[src/rtl/legv8_fetch_unit.sv]
// legv8_fetch_unit: instruction fetch stage for the LEGv8 core.
//
// Owns the program counter and fetches one word at a time from instruction
// memory over a req/ack handshake. It holds that word for the control unit
// under a valid/ready handshake. When the word is consumed, it applies the
// next-PC selection returned by the control unit.
//
//   state | meaning
//   ------+---------------------------------------------------------------
//   REQ   | issue request for pc (first cycle after reset/consume arms req)
//   WAIT  | request outstanding, memory has not acked yet
//   HOLD  | instruction held and valid, waiting for the control unit
//   HALT  | misaligned register target seen; frozen until reset
//
// imem_req is a registered output. On reset the FSM enters REQ with
// imem_req low. The first REQ cycle after reset is only used to raise
// imem_req, so any acks still arriving from the aborted fetch are dropped.
// After a consume, the FSM enters REQ with imem_req already high. This keeps
// the zero-wait throughput at one instruction every two cycles.

module legv8_fetch_unit #(
    parameter logic [63:0] RESET_PC = 64'h0
) (
    input  logic        clock,
    input  logic        reset,
    output logic        imem_req,
    output logic [63:0] imem_addr,
    input  logic        imem_ack,
    input  logic [31:0] imem_rdata,
    output logic [31:0] instruction,
    output logic        instr_valid,
    input  logic        instr_ready,
    input  logic [1:0]  pc_sel,
    input  logic [63:0] branch_offset,
    input  logic [63:0] branch_target,
    output logic [63:0] pc,
    output logic [63:0] pc_plus4,
    output logic        align_fault,
    output logic [31:0] instr_count
);

    typedef enum logic [1:0] {
        REQ  = 2'd0,
        WAIT = 2'd1,
        HOLD = 2'd2,
        HALT = 2'd3
    } state_t;

    state_t      state;
    logic [63:0] offset_bytes;
    logic [63:0] next_pc;
    logic        target_misaligned;

    assign imem_addr = pc;
    assign pc_plus4  = pc + 64'd4;

    // Next-PC selection; the word offset's top two bits fall off the shift.
    always_comb begin
        offset_bytes      = branch_offset << 2;
        next_pc           = pc_plus4;
        target_misaligned = 1'b0;
        case (pc_sel)
            2'b01:   next_pc = pc + offset_bytes;
            2'b10: begin
                next_pc           = branch_target;
                target_misaligned = (branch_target[1:0] != 2'b00);
            end
            default: next_pc = pc_plus4;
        endcase
    end

    // Fetch FSM with registered handshake outputs, PC and counters.
    always_ff @(posedge clock) begin
        if (reset) begin
            state       <= REQ;
            pc          <= RESET_PC;
            instruction <= 32'h0;
            instr_valid <= 1'b0;
            imem_req    <= 1'b0;
            align_fault <= 1'b0;
            instr_count <= 32'h0;
        end else begin
            case (state)
                REQ: begin
                    if (!imem_req) begin
                        imem_req <= 1'b1;
                    end else if (imem_ack) begin
                        instruction <= imem_rdata;
                        instr_valid <= 1'b1;
                        imem_req    <= 1'b0;
                        state       <= HOLD;
                    end else begin
                        state <= WAIT;
                    end
                end
                WAIT: begin
                    if (imem_ack) begin
                        instruction <= imem_rdata;
                        instr_valid <= 1'b1;
                        imem_req    <= 1'b0;
                        state       <= HOLD;
                    end
                end
                HOLD: begin
                    if (instr_ready) begin
                        instr_valid <= 1'b0;
                        instr_count <= instr_count + 32'd1;
                        pc          <= next_pc;
                        if (target_misaligned) begin
                            align_fault <= 1'b1;
                            state       <= HALT;
                        end else begin
                            imem_req <= 1'b1;
                            state    <= REQ;
                        end
                    end
                end
                default: begin
                    imem_req    <= 1'b0;
                    instr_valid <= 1'b0;
                end
            endcase
        end
    end

endmodule

[config.mk]
export PLATFORM = sky130hd
export DESIGN_NAME = legv8_fetch_unit
export DESIGN_NICKNAME = d
export VERILOG_FILES = /design/src/rtl/legv8_fetch_unit.sv
export SDC_FILE = /design/constraint.sdc
export NUM_CORES = 1
export LEC_CHECK = 0
export BUFFER_PORTS_ARGS = -buffer_cell sky130_fd_sc_hd__buf_2
export CAP_MARGIN = 30
export CELL_PAD_IN_SITES_DETAIL_PLACEMENT = 0
export CELL_PAD_IN_SITES_GLOBAL_PLACEMENT = 1
export CORE_UTILIZATION = 38
export DETAILED_ROUTE_END_ITERATION = 8
export PLACE_DENSITY = 0.83
export SYNTH_ARGS = -nofsm -noshare
export SYNTH_HDL_FRONTEND = slang
export SYNTH_SLANG_ARGS = --single-unit
[constraint.sdc]
create_clock -name clock -period 10.1 [get_ports clock]
set_input_delay 2.525 -clock clock [delete_from_list [all_inputs] [get_ports clock]]
set_output_delay 2.525 -clock clock [all_outputs]
set_load 0.1 [all_outputs]
# After elaboration in Yosys (flattened, before gate mapping)
# Index checks and enable logic that the tools add are counted.
# op_classes
add_sub_neg	3
eq_ne	8
mux	21
reduce_logical	10
# op_table
op	n
$pmux W64 S2	1
$add A64 B3 Y64 const B	1
$add A64 B64 Y64	1
$mux W32	2
$pmux W32 S2	1
$add A32 B1 Y32 const B	1
$mux W2	5
$mux W1	9
$ne A2 B2 Y1 const B	4
$pmux W1 S3	2
$pmux W2 S3	1
$reduce_and A2 Y1	3
$reduce_and A3 Y1	2
$eq A2 B1 Y1 const B	2
$eq A2 B2 Y1 const B	2
$reduce_and A4 Y1	1
$reduce_bool A2 Y1	2
$reduce_bool A3 Y1	1
$logic_not A2 Y1	1
# totals
reg_bits	133
output_inout_bits	259
wordCells	49

# Depth between registers and ports, before layout
# logic_depth
word_depth	5
ltp_mapped	13
mapped_depth_nobuf	12

# Worst setup path after synthesis
# Ideal clock, no wire load.
# synth_timing
path_kind	register to output
start	register pc[12], in the netlist imem_addr[12]
end	output port pc_plus4[53]
slack_ns	3.149
t_arrival_ns	4.426
stages_incl_launch_ff	8
path_cell_list	dfxtp_1 -> nand3_1 -> nor4_4 -> nand3_1 -> or2_1 -> nor4_2 -> nand3_1 -> xnor2_1
# synth_between
elab_chain_len	1
# synth_lines
element	line	text
start: declaration	36	output logic [63:0] pc,
start signal: assignment	108	pc <= next_pc;
$add A64 B3 Y64	55	assign pc_plus4 = pc + 64'd4;
end: declaration	37	output logic [63:0] pc_plus4,
# No other way between the ends.

# Final worst setup path
# layout_timing
start	register pc[10], in the netlist imem_addr[10]
end	output port pc_plus4[53]
# The elaborated chain is that of the path after synthesis.

==> flow_metrics.tcl <==
set metrics [dict create \
    ys_ff_latch 133 \
    dpl_cell_area_mm2 0.0135 \
    synthArstFlopShare_pct 0 \
    synth_compound_area_share_pct 27.2 \
    maxCapViolations 0 \
    yosysMostFrequentCell "nand2_1" \
    grt_pass1_vias 11969 \
    cts_setup_buffers 0 \
    final_nets 2121 \
    vias 13051 \
    synth_warnings 0 \
    synth_commonest_cells "nand2_1 (220), a21oi_1 (153), dfxtp_1 (133)" \
    remaining_drc_errors 0 \
    critPathCaptureType "output port" \
    cp_data_arrival_time_ns 4.18 \
    cts_made_buffers 17 \
    p_int_mw 1.28 \
    drv_slew 0 \
    rsz0062_at_grt "false" \
    hold_class "reg2reg" \
    final_cell_area_mm2 0.0141 \
    first_pass_iters 6 \
    clk_path_buf_depth 2 \
    grt_pass1_wl_um 66700 \
    synth_area_leaders "dfxtp_1 (23%), ha_1 (7.3%), nand2_1 (7.1%), a21oi_1 (6.6%), xnor2_1 (5.6%)" \
    finalCritPeriodShare_pct 66.3 \
    worst_clock_skew_ns 0.0117 \
    synth-edff-count 0 \
    h-tree-depth 4 \
    fp-row-count 63 \
    dieWidth_um 177 \
    seq_power_share_pct 23.2 \
    holdPathEnd "instruction[22]" \
    vias_per_cell 5.70 \
    synth_top_area_share_pct 22.9 \
    synth_xor_xnor_area_share_pct 9.84 \
    synth_cell_type_count 85 \
    clkTransAtPathRegs_ns 0.07 \
    core_area_mm2 0.0299 \
    synth_top_flop_cell "dfxtp_1" \
    p_clk_share_pct 23.5 \
    setup_tns_ns 0 \
    hpwl_um 33000 \
    syn_area_mm2 0.0116 \
    timing.rr.start "imem_addr[2]" \
    wl_per_cell_um 19.6 \
    wl_um 44900 \
    worst_pin_slew_ns 1.04 \
    dieArea_mm2 0.0314 \
    grt_usage_pct 27.4 \
    synthSimpleGateAreaFrac_pct 23.6 \
    switchingPower_mw 1.57 \
    crit_type "reg2out" \
    p_per_area_mw_per_mm2 202 \
    holdPathStages 2 \
    antenna_found_initial 2 \
    final-hold-violation-count 0 \
    reg2reg_to "imem_addr[52]" \
    synth_mux_area_share_pct 0.516 \
    power_mw 2.85 \
    post-route-min-period_ns 6.70 \
    sw_frac_of_total_pct 55.1 \
    syn_nets 1825 \
    synthToLayoutAreaGrowth_pct 21.2 \
    drt_iter0_markers 1055 \
    syn_inst 1590 \
    drive_gt1_share_pct 27.0 \
    power_frac_comb_pct 53.3 \
    cp.required_ns 7.58 \
    post_cts_resized 0 \
    clock_latency_ns 0.43 \
    startpoint_type "register" \
    slew_headroom_pct 30.2 \
    port-buffer-count 422 \
    grt_max_degree 79 \
    setup_violations 0 \
    crit_fanout 9 \
    hold_buffers 0 \
    yosysTopAreaCell "dfxtp_1" \
    post_synth.cell_area_avg_um2 7.33 \
    p_leak_nw 6.76 \
    start_util_pct 39.0 \
    status "finished, final reports clean" \
    ant_nets 0 \
    cts_tree "built" \
    max-vdd-ir-drop_mv 0.122 \
    rrSetupSlack_ns 6.23 \
    place_congestion 0.925 \
    ios 425 \
    r2r_cells 12 \
    cts-root-buf "clkbuf_16" \
    min_from "instruction[22]" \
    grt_remaining_overflow 0 \
    fmax_ghz 0.149 \
    synth_seq_area_share_pct 22.9 \
    cts.sinks 133 \
    die_height_um 177 \
    synth_top_family_by_area "compound AO/OA/AOI/OAI gates" \
    yosys.area_share.adder_pct 7.48 \
]
-- metal layers --
layer / GRT usage, % / routed length (µm)
met1: 35.5 / 19200
met2: 45.7 / 21200
met3: 4.06 / 3200
met4: 10.1 / 1330
met5: 0 / 9
-- worst max-delay path, stage by stage (launching register included) --
cell	delay, ns
dfxtp_1	0.59
nand2_1	0.20
nor4_4	0.69
nand3_1	0.47
or2_1	0.48
nor4_2	0.49
nand3_1	0.17
xnor2_1	0.19
buf_2	0.45
-- sequential cells by signal (all words and copies together) (netlist names) --
| name | flops |
|---|---|
| instr_count | 32 |
| state | 2 |
| instruction | 32 |
| imem_addr | 64 |
| align_fault | 1 |
| imem_req | 1 |
| instr_valid | 1 |
-- stage by stage --
stage               worst slack [ns]  utilization, %  std cells  hold slack, ns
floorplan                       3.15               -       1590           0.487
global placement                3.88            45.2       2257           0.439
detailed placement              3.85            45.2       2257           0.444
CTS                             3.39            47.2       2289           0.452
global route                    3.24            47.2       2290           0.467
finish                          3.40            47.2       2290           0.452
-- worst max path at each step --
stage,start,to,slack (ns),cells after the start
floorplan,imem_addr[12],pc_plus4[53],3.15,7
global placement,imem_addr[2],pc_plus4[52],3.88,8
detailed placement,imem_addr[2],pc_plus4[52],3.85,8
CTS,imem_addr[2],pc_plus4[52],3.39,8
global route,imem_addr[10],pc_plus4[49],3.24,8
finish,imem_addr[10],pc_plus4[53],3.40,8
-- cells by family (layout without fill, tap and decap cells) --
| kind of cell | count (synthesis) | in the layout |
|---|---|---|
| DFF | 133 | 133 |
| other | 0 | 1 |
| buffers and inverters | 197 | 506 |
| and+or+nand+nor | 578 | 578 |
| adders and majority gates | 69 | 69 |
| AOI/OAI and AO/OA | 477 | 477 |
| muxes | 6 | 6 |
| xor gates and xnor gates | 130 | 130 |
-- final cells by class --
cell class                 count  area (µm²)
clock inverter                14         165
antenna                        1        2.50
tap                          390         488
inverter                      41         154
sequential                   133        2660
timing repair buffer         433        2200
fill                        3139       15800
multi-input combinational   1260        8010
clock buffer                  18         439
-- power groups by stage --
stage                     clock network [mW]  registers, mW  logic (mW)
after CTS                              0.686          0.660        1.52
after detailed placement                   0          0.672        1.51
after global placement                     0          0.669        1.50
after global routing                   0.705          0.671        1.60
final                                  0.672          0.661        1.52
after floorplan                            0           1.07       0.843
-- cells in the final DEF, fill, tap and decap left out, types with 17 or more instances in the layout --
cell       synthesis  layout
buf_2              4     421
nand2_1          220     219
a21oi_1          153     153
dfxtp_1          133     133
nor2_1           131     131
o21ai_0           85      85
xnor2_1           75      75
ha_1              68      66
nand3_1           55      55
xor2_1            54      54
inv_1             41      41
a21o_1            38      38
nand4_1           32      32
nor3_1            29      29
and3_1            27      27
a221oi_1          23      23
a22oi_1           22      22
o21bai_1          21      21
a31oi_1           19      19
clkbuf_16          0      17
Note: power is estimated with default switching activity, not from simulation.
